File: src/rtl/psr_cond_unit.sv
// psr_cond_unit: processor status register {N,Z,F,L,C} with masked ALU updates
// and a registered condition evaluator with valid/ack handshake.
// Ports: clk, reset (sync, active-high); flag_we/flag_mask/alu_* update psr;
// cond_req/cond_code/cond_ack drive evaluation, cond_valid/cond_true/busy report it;
// psr_save/psr_restore control the shadow copy of psr.
// Define PSR_SHADOW_EN to build the shadow register; otherwise save/restore are ignored.
module psr_cond_unit #(
  parameter int FLAGS = 5,
  parameter int CCLEN = 4
) (
  input  logic             clk,
  input  logic             reset,
  input  logic             flag_we,
  input  logic [FLAGS-1:0] flag_mask,
  input  logic             alu_carry,
  input  logic             alu_low,
  input  logic             alu_overflow,
  input  logic             alu_zero,
  input  logic             alu_negative,
  input  logic             cond_req,
  input  logic [CCLEN-1:0] cond_code,
  input  logic             cond_ack,
  output logic             cond_valid,
  output logic             cond_true,
  output logic             busy,
  output logic [FLAGS-1:0] psr,
  input  logic             psr_save,
  input  logic             psr_restore
);
  typedef enum logic {IDLE, HOLD} state_t;
  state_t state, state_next;
  logic [FLAGS-1:0] alu_vec, psr_upd, psr_next;
  logic [15:0] cond_tab;
  logic n, z, f, l, c, load;
  assign alu_vec = FLAGS'({alu_negative, alu_zero, alu_overflow, alu_low, alu_carry});
  assign psr_upd = flag_we ? (psr & ~flag_mask) | (alu_vec & flag_mask) : psr;
`ifdef PSR_SHADOW_EN
  logic [FLAGS-1:0] shadow;
  assign psr_next = psr_restore ? shadow : psr_upd;
  always_ff @(posedge clk)
    if (reset) shadow <= '0;
    else if (psr_save) shadow <= psr;
`else
  logic unused_shadow_ctl;
  assign unused_shadow_ctl = psr_save ^ psr_restore;
  assign psr_next = psr_upd;
`endif
  // Evaluate on the flags psr will hold after this edge, so a coincident update is seen.
  assign {n, z, f, l, c} = psr_next[4:0];
  assign cond_tab = {1'b0, 1'b1, n | z, ~n & ~z, l | z, ~l & ~z, ~f, f,
                     ~n, n, ~l, l, ~c, c, ~z, z};
  assign load = cond_req & (state == IDLE | cond_ack);
  always_ff @(posedge clk)
    if (reset) state <= IDLE;
    else state <= state_next;
  always_comb begin
    state_next = state;
    if (state == IDLE) state_next = cond_req ? HOLD : IDLE;
    else if (cond_ack) state_next = cond_req ? HOLD : IDLE;
  end
  always_comb begin
    cond_valid = state == HOLD;
    busy = state == HOLD;
  end
  always_ff @(posedge clk)
    if (reset) begin
      psr <= '0;
      cond_true <= 1'b0;
    end else begin
      psr <= psr_next;
      if (load) cond_true <= cond_tab[cond_code];
    end
endmodule

File: config.mk
export PLATFORM = sky130hd
export DESIGN_NAME = psr_cond_unit
export DESIGN_NICKNAME = d
export VERILOG_FILES = /design/src/rtl/psr_cond_unit.sv
export SDC_FILE = /design/constraint.sdc
export NUM_CORES = 1
export LEC_CHECK = 0
export ABC_AREA = 1
export BUFFER_PORTS_ARGS = -buffer_cell sky130_fd_sc_hd__buf_2
export CORE_AREA = 4 4 41 43
export DETAILED_ROUTE_END_ITERATION = 12
export DIE_AREA = 0 0 45 47
export PLACE_DENSITY = 0.66
export SLEW_MARGIN = 20
export SYNTH_ARGS = -nofsm -noshare
export SYNTH_HDL_FRONTEND = slang
export SYNTH_SLANG_ARGS = --single-unit
File: constraint.sdc
create_clock -name clk -period 1.7 [get_ports clk]
set_clock_uncertainty 0.2 [all_clocks]
set_input_delay 0.17 -clock clk [delete_from_list [all_inputs] [get_ports clk]]
set_output_delay 0.17 -clock clk [all_outputs]
set_load 0.005 [all_outputs]
==> flow_summary.json, run 1 <==
{
  "outcome": "complete, no violations",
  "post_drt_wl_per_cell_um": 8.63,
  "final_cell_mix": "buf_2, nand2_1, inv_1, nand3_1, dfxtp_1",
  "cp.required_ns": 1.69,
  "antenna_cells": 0,
  "drc": 0,
  "cts_max_level": 1,
  "synthCells": 73,
  "fp.coreArea_mm2": 0.00130,
  "setup_viol": 0,
  "clk_latency_ns": 0.26,
  "rsz0062_at_grt": "false",
  "ir_worst_vdd_mv": 0.404,
  "cp-end-kind": "flip-flop",
  "yosysWarnings": 0,
  "die_y_um": 47,
  "r2r-end": "busy$_SDFF_PP0_",
  "ctsLongestPathBuffers": 2,
  "finalCritPeriodShare": 0.927,
  "final_area_um2": 636,
  "synth_top_area_share": 0.312,
  "cts_hold_repair.buffers": 3,
  "hold_viol_final": 0,
  "firstDrtPassIters": 2,
  "antenna_found_initial": 0,
  "multi_input_area_um2": 234,
  "drive_above_1_share": 0.337,
  "grt_util_all_layers": 0.105,
  "slew_headroom": 0.848,
  "final_core_util": 0.488,
  "clock.fmax_mhz": 635,
  "power_density_mw_per_mm2": 712,
  "fillers": 139,
  "ys_types": 12,
  "slew_violations": 0,
  "drt_iter0_markers": 2,
  "arrival_ns": 1.57,
  "clockRootBuffer": "clkbuf_4",
  "startpoint_type": "input port",
  "ctsResizeCount": 0,
  "clkTransAtPathRegs_ns": 0.05,
  "avgSynthCellArea_um2": 6.15,
  "grt_pass1_wl_um": 1550,
  "synth_area_leaders": "dfxtp_1, nand3_1, nand2_1",
  "whs_path_depth": 4,
  "rows": 13,
  "synth_area_um2": 449,
  "reg2reg_slack_ns": 0.37,
  "cts_tree": "done",
  "clock-sinks": 7,
  "io_pins": 29,
  "r2r_cells": 3,
  "yosysTopAreaCell": "dfxtp_1",
  "final_common_cell": "buf_2",
  "tns_ns": 0,
  "min_path_type": "in2reg",
  "vias": 509,
  "area_growth_pct": 41.5,
  "critPathKind": "in2reg",
  "tightest_slew_ns": 0.228,
  "max_cap_violations": 0,
  "ys_ff_latch": 7,
  "p_leak_nw": 0.380,
  "numPortBuffers": 26,
  "grt_overflow": 0,
  "seq_area_um2": 140,
  "period_minus_slack_ns": 1.58,
  "hold_start": "flag_mask[0]",
  "dieArea_mm2": 0.00212,
  "path_max_fanout": 2,
  "drt-total-wl_um": 1030,
  "totalPowerFinal_mw": 0.452,
  "post_dp_cell_area_um2": 579,
  "place.gp.congestion": 0.794,
  "fp.dieW_um": 45,
  "via_per_inst": 4.28,
  "ant_nets": 0,
  "whs_endpoint": "psr[0]$_SDFF_PP0_",
  "synth-seq-area-share": 0.312,
  "syn-num-nets": 94,
  "nets": 126,
  "worstReg2RegStart": "busy$_SDFF_PP0_",
  "cts_buffers": 3,
  "grt_max_degree": 11,
  "cts_setup_buffers": 0,
  "grt_pass1_vias": 380,
  "hpwl_um": 811,
  "initial_core_util": 0.345
}
## state kept, by name, indices dropped and copies added, names as in the netlist
register / count
busy: 1
cond_true: 1
psr: 5
## area by class of cell
type / count / area share
Timing Repair Buffer: 29 / 0.252
Multi-Input combinational cell: 49 / 0.368
Clock buffer: 4 / 0.0413
Tap cell: 15 / 0.0295
Inverter: 15 / 0.0886
Sequential cell: 7 / 0.220
## through the flow
stage	setup slack [ns]	instances	hold slack, ns
3_5_place_dp	0.357	112	0.237
5_1_grt	0.0383	119	0.0719
2_1_floorplan	0.508	73	0.0391
4_1_cts	0.137	119	0.0395
3_3_place_gp	0.377	112	0.233
6_report	0.125	119	0.0350
## cell usage after synthesis (all sizes together)
master	count
nand3b	2
a21oi	3
o21bai	1
buf	2
dfxtp	7
nor2	6
nand2	22
inv	15
nand3	15
## layer usage
layer,share of wire,global-route usage
met5,0,0
met4,0.030,0.105
met3,0.11,0.0268
met2,0.39,0.147
met1,0.47,0.129
## power breakdown
part           leakage [nW]  internal, mW  switching [mW]
Sequential           0.0580         0.176         0.00546
Clock                0.0150        0.0900          0.0680
Combinational         0.307        0.0546          0.0583
## cells by family after synthesis
group	after synthesis	share of synthesized area
flip-flops	7	0.312
AO/OA/AOI/OAI	4	0.0585
buffers and inverters	17	0.167
AND/OR/NAND/NOR	45	0.462
## worst max-delay path by stage
| stage | to | slack [ns] | depth (start not counted) | start |
|---|---|---|---|---|
| final | busy$_SDFF_PP0_ | 0.12 | 6 | cond_ack |
| after global routing | busy$_SDFF_PP0_ | 0.04 | 6 | cond_ack |
| after CTS | busy$_SDFF_PP0_ | 0.14 | 6 | cond_ack |
| after detailed placement | cond_true$_SDFFE_PP0P_ | 0.36 | 10 | flag_we |
| after global placement | cond_true$_SDFFE_PP0P_ | 0.38 | 9 | flag_we |
| after floorplan | cond_true$_SDFFE_PP0P_ | 0.51 | 9 | psr[4]$_SDFF_PP0_ |
## critical path, cell delays in order
cell and delay, ns:
dlygate4sd3_1 0.53, buf_2 0.12, inv_1 0.06, nand2_1 0.05, a21oi_1 0.10, dlygate4sd3_1 0.55
Power figures use the tool's default switching activity.
==> run 2: changes to the inputs <==
--- a/config.mk
+++ b/config.mk
@@ -6,11 +6,10 @@
 export NUM_CORES = 1
 export LEC_CHECK = 0
 export ABC_AREA = 1
-export BUFFER_PORTS_ARGS = -buffer_cell sky130_fd_sc_hd__buf_2
 export CORE_AREA = 4 4 41 43
 export DETAILED_ROUTE_END_ITERATION = 12
 export DIE_AREA = 0 0 45 47
-export PLACE_DENSITY = 0.66
+export DONT_BUFFER_PORTS = 1
 export SLEW_MARGIN = 20
 export SYNTH_ARGS = -nofsm -noshare
 export SYNTH_HDL_FRONTEND = slang
==> run 2 against run 1 <==
Against the previous run:
- wire length grew 9.7%
- register-to-register slack worse by 0.18 ns
- sequential power increased by 3%
- global-route usage up 1.5 points
- power decreased by 1.1%
- cell area rose by 0.39%
- combinational power shrank 8%
- clock power barely moved
- worst setup slack worse by 0.035 ns
- maximum frequency decreased by 2.2%
- first-iteration DRC count rose to 4.5 times the previous value
- critical path type unchanged
- critical endpoint is now cond_true$_SDFFE_PP0P_
- largest cell class unchanged
==> flow_summary.json, run 2 (synthesis gave the netlist of run 1 again) <==
{
  "fillers": 136,
  "clockRootBuffer": "clkbuf_4",
  "ant_nets": 0,
  "cp_top_family": "buffers and inverters",
  "clock.fmax_mhz": 621,
  "ctsLongestPathBuffers": 2,
  "drt-total-wl_um": 1130,
  "via_per_inst": 4.76,
  "area_growth_pct": 42.1,
  "final_area_um2": 638,
  "outcome": "complete, no violations",
  "firstDrtPassIters": 4,
  "fp.dieW_um": 45,
  "slowest_delay_ns": 0.60,
  "dp_slack_ns": 0.397,
  "final_common_cell": "nand2_1",
  "totalPowerFinal_mw": 0.447,
  "tns_ns": 0,
  "slew_headroom": 0.807,
  "finalCritPeriodShare": 0.947,
  "dp_cells": 86,
  "cts_tree": "done",
  "clock-sinks": 7,
  "antenna_cells": 0,
  "cp_common_cell": "dlygate4sd3_1",
  "largest_register_ffs": 5,
  "grt_pass1_wl_um": 1800,
  "drive_above_1_share": 0.0989,
  "holdWs_ns": 0.00662,
  "drc": 0,
  "fp.coreArea_mm2": 0.00130,
  "cts_buffers": 3,
  "p_leak_nw": 0.333,
  "cts_max_level": 1,
  "initial_core_util": 0.345,
  "die_y_um": 47,
  "nets": 113,
  "largest-register": "psr",
  "grt_max_degree": 8,
  "critPathKind": "in2reg",
  "cp.required_ns": 1.64,
  "cts_setup_buffers": 0,
  "layout_setup_ws_ns": 0.0893,
  "clkTransAtPathRegs_ns": 0.06,
  "min_path_type": "in2reg",
  "vias": 505,
  "numPortBuffers": 0,
  "period_minus_slack_ns": 1.61,
  "startpoint_type": "input port",
  "cp-end-kind": "flip-flop",
  "max_cap_violations": 0,
  "grt_overflow": 0,
  "ir_worst_vdd_mv": 0.347,
  "arrival_ns": 1.56,
  "final_cell_mix": "nand2_1, inv_1, nand3_1, dlygate4sd3_1, dfxtp_1",
  "rows": 13,
  "layout.cells.non_filler": 106,
  "hold_viol_final": 0,
  "antenna_found_initial": 0,
  "post_dp_cell_area_um2": 449,
  "slew_violations": 0,
  "path_buf_inv": 3,
  "place.gp.congestion": 0.721,
  "power_density_mw_per_mm2": 701,
  "path_max_fanout": 2,
  "hpwl_um": 787,
  "grt_util_all_layers": 0.121,
  "post_drt_wl_per_cell_um": 10.6,
  "setup_viol": 0,
  "io_pins": 29,
  "critPathSlowestCell": "dlygate4sd3_1",
  "drt_iter0_markers": 9,
  "clk_latency_ns": 0.26,
  "final_core_util": 0.490,
  "dieArea_mm2": 0.00212,
  "grt_pass1_vias": 450,
  "rsz0062_at_grt": "false",
  "crit_path_cell_trace": "dlygate4sd3_1 -> inv_1 -> a21oi_1 -> dlygate4sd3_1 -> a21oi_2",
  "tightest_slew_ns": 0.289
}
## run 2: repair_timing
item / in CTS / in global routing
endpoints found under the hold margin: 7 / 0
hold buffers: 16 / 0
setup endpoints to repair: 0 / 1
gates resized for setup: 0 / 1
## run 2: worst reg2reg max path, stage by stage (launching register included)
cell and delay (ns):
dfxtp_1 0.35, a21oi_1 0.20, dlygate4sd3_1 0.60, a21oi_2 0.06
## run 2: final timing paths
| check | start | to | slack, ns | depth (start not counted) |
|---|---|---|---|---|
| worst max-delay path | cond_req | cond_true$_SDFFE_PP0P_ | 0.09 | 5 |
| worst min-delay path | alu_zero | psr[3]$_SDFF_PP0_ | 0.007 | 4 |
| worst max register to register | busy$_SDFF_PP0_ | cond_true$_SDFFE_PP0P_ | 0.19 | 3 |
| worst min register to register | cond_true$_SDFFE_PP0P_ | cond_true$_SDFFE_PP0P_ | 0.37 | 2 |
## run 2: layer usage
metal / GRT usage / up-vias / wire [um]
li1: - / 260 / -
met1: 0.147 / 219 / 498
met2: 0.169 / 21 / 459
met3: 0.0498 / 5 / 136
met4: 0.0877 / 0 / 31
met5: 0 / - / 0
## run 2: final cells by class
cell class | count | area (um2) | area share
inverters | 15 | 56.3 | 0.0882
clock buffers | 4 | 26.3 | 0.0412
multi-input cells | 49 | 234 | 0.367
well taps | 15 | 18.8 | 0.0294
flip-flops and latches | 7 | 140 | 0.220
repair buffers | 16 | 163 | 0.255
## run 2: power by group
group / internal, mW / switching [mW] / leakage, nW
clock network: 0.0899 / 0.0669 / 0.0150
registers: 0.176 / 0.0101 / 0.0580
logic: 0.0553 / 0.0490 / 0.260
total: 0.321 / 0.126 / 0.333
==> run 3: changes to the inputs <==
--- a/config.mk
+++ b/config.mk
@@ -10,6 +10,7 @@
 export DETAILED_ROUTE_END_ITERATION = 12
 export DIE_AREA = 0 0 45 47
 export DONT_BUFFER_PORTS = 1
+export REMOVE_ABC_BUFFERS = 1
 export SLEW_MARGIN = 20
 export SYNTH_ARGS = -nofsm -noshare
 export SYNTH_HDL_FRONTEND = slang
==> run 3 against run 2 <==
Against the previous run:
- flip-flop and latch count unchanged
- sequential share of layout area is 0.71 points higher
- non-clock buffer count fell by 2
- first-iteration DRC count decreased by 33%
- register-to-register slack improved by 0.10 ns
- die area stayed put
- combinational power fell by 6%
- critical path type unchanged
- largest power group unchanged
==> flow_summary.json, run 3 (synthesis gave the netlist of run 1 again) <==
{
  "setup_viol": 0,
  "largest-register": "psr",
  "ctsLongestPathBuffers": 2,
  "drt-total-wl_um": 1170,
  "cts_tree": "done",
  "startpoint_type": "input port",
  "cp_common_cell": "dlygate4sd3_1",
  "cts_max_level": 1,
  "tightest_slew_ns": 0.344,
  "drive_above_1_share": 0.101,
  "power_density_mw_per_mm2": 717,
  "grtUsageMet3": 0.0651,
  "holdWs_ns": 0.0138,
  "dieArea_mm2": 0.00212,
  "cp_top_family": "buffers and inverters",
  "post_drt_wl_per_cell_um": 11.2,
  "final_core_util": 0.475,
  "nets": 111,
  "path_buf_inv": 2,
  "vias": 500,
  "dp_cells": 86,
  "outcome": "complete, no violations",
  "drc": 0,
  "area_growth_pct": 37.6,
  "clk_latency_ns": 0.25,
  "die_y_um": 47,
  "finalCritPeriodShare": 0.919,
  "min_path_type": "in2reg",
  "dp_slack_ns": 0.400,
  "tns_ns": 0,
  "grt_max_degree": 9,
  "firstDrtPassIters": 4,
  "cp-end-kind": "flip-flop",
  "final_common_cell": "nand2_1",
  "rows": 13,
  "via_per_inst": 4.81,
  "numPortBuffers": 0,
  "crit_path_cell_trace": "dlygate4sd3_1 -> nor2_1 -> dlygate4sd3_1",
  "initial_core_util": 0.345,
  "layout_setup_ws_ns": 0.138,
  "grt_pass1_vias": 517,
  "period_minus_slack_ns": 1.56,
  "path_max_fanout": 7,
  "hold_viol_final": 0,
  "fp.dieW_um": 45,
  "clkTransAtPathRegs_ns": 0.06,
  "slowest_delay_ns": 0.70,
  "arrival_ns": 1.51,
  "max_cap_violations": 0,
  "slew_violations": 0,
  "grt_overflow": 0,
  "hpwl_um": 816,
  "clock.fmax_mhz": 640,
  "antenna_found_initial": 0,
  "ir_worst_vdd_mv": 0.400,
  "cp.required_ns": 1.64,
  "grt_pass1_wl_um": 1990,
  "grt.busiest_layer": "met2",
  "largest_register_ffs": 5,
  "drt_iter0_markers": 6,
  "grt_use_met2": 0.223,
  "grtUsageMet1": 0.134,
  "final_cell_mix": "nand2_1, inv_1, nand3_1",
  "p_leak_nw": 0.326,
  "cts_buffers": 3,
  "layout.cells.non_filler": 104,
  "grt_util_all_layers": 0.134,
  "fp.coreArea_mm2": 0.00130,
  "rsz0062_at_grt": "false",
  "place.gp.congestion": 0.760,
  "critPathKind": "in2reg",
  "slew_headroom": 0.771,
  "clockRootBuffer": "clkbuf_4",
  "clock-sinks": 7,
  "ant_nets": 0,
  "cts_setup_buffers": 0,
  "antenna_cells": 0,
  "io_pins": 29,
  "critPathSlowestCell": "dlygate4sd3_1"
}
run 3: final timing paths:
check	end	startpoint	slack, ns	cells past startpoint
max	psr[2]$_SDFF_PP0_	reset	0.14	3
min	psr[3]$_SDFF_PP0_	alu_zero	0.01	4
max reg2reg	psr[2]$_SDFF_PP0_	psr[2]$_SDFF_PP0_	0.29	5
min reg2reg	cond_true$_SDFFE_PP0P_	cond_true$_SDFFE_PP0P_	0.36	2
run 3: worst register-to-register path: cells and delay by family (launching register included):
| kind | cells | cell delay (ns) |
|---|---|---|
| buf+inv | 2 | 0.60 |
| flops | 1 | 0.32 |
| simple gates | 3 | 0.16 |
run 3: layout make-up:
cell class | instances | area [um2]
clock buffers | 4 | 26.3
repair buffers | 14 | 143
inverters | 15 | 56.3
fillers | 133 | 683
flip-flops and latches | 7 | 140
multi-input cells | 49 | 234
well taps | 15 | 18.8
run 3: where the power goes:
part           switching, mW  internal, mW  leakage [nW]
Clock                 0.0698        0.0901        0.0150
Combinational         0.0485        0.0497         0.253
Sequential           0.00921         0.176        0.0580
Total                  0.127         0.316         0.326
run 3: repair_timing:
action / 4_1_cts / 5_1_grt
hold buffers: 14 / 0
resized for setup: 0 / 1
hold endpoints to repair: 7 / 0
setup endpoints to repair: 0 / 1
run 3: stage by stage:
| step | power, mW | cell area (um2) |
|---|---|---|
| floorplan | 0.244 | 430 |
| global placement | 0.252 | 449 |
| detailed placement | 0.254 | 449 |
| CTS | 0.451 | 616 |
| global route | 0.480 | 618 |
| finish | 0.443 | 618 |
run 3: per-layer routing:
layer,routed length (um),vias up
met5,0,-
met4,15,0
met3,145,4
met2,533,23
met1,470,218
li1,-,255
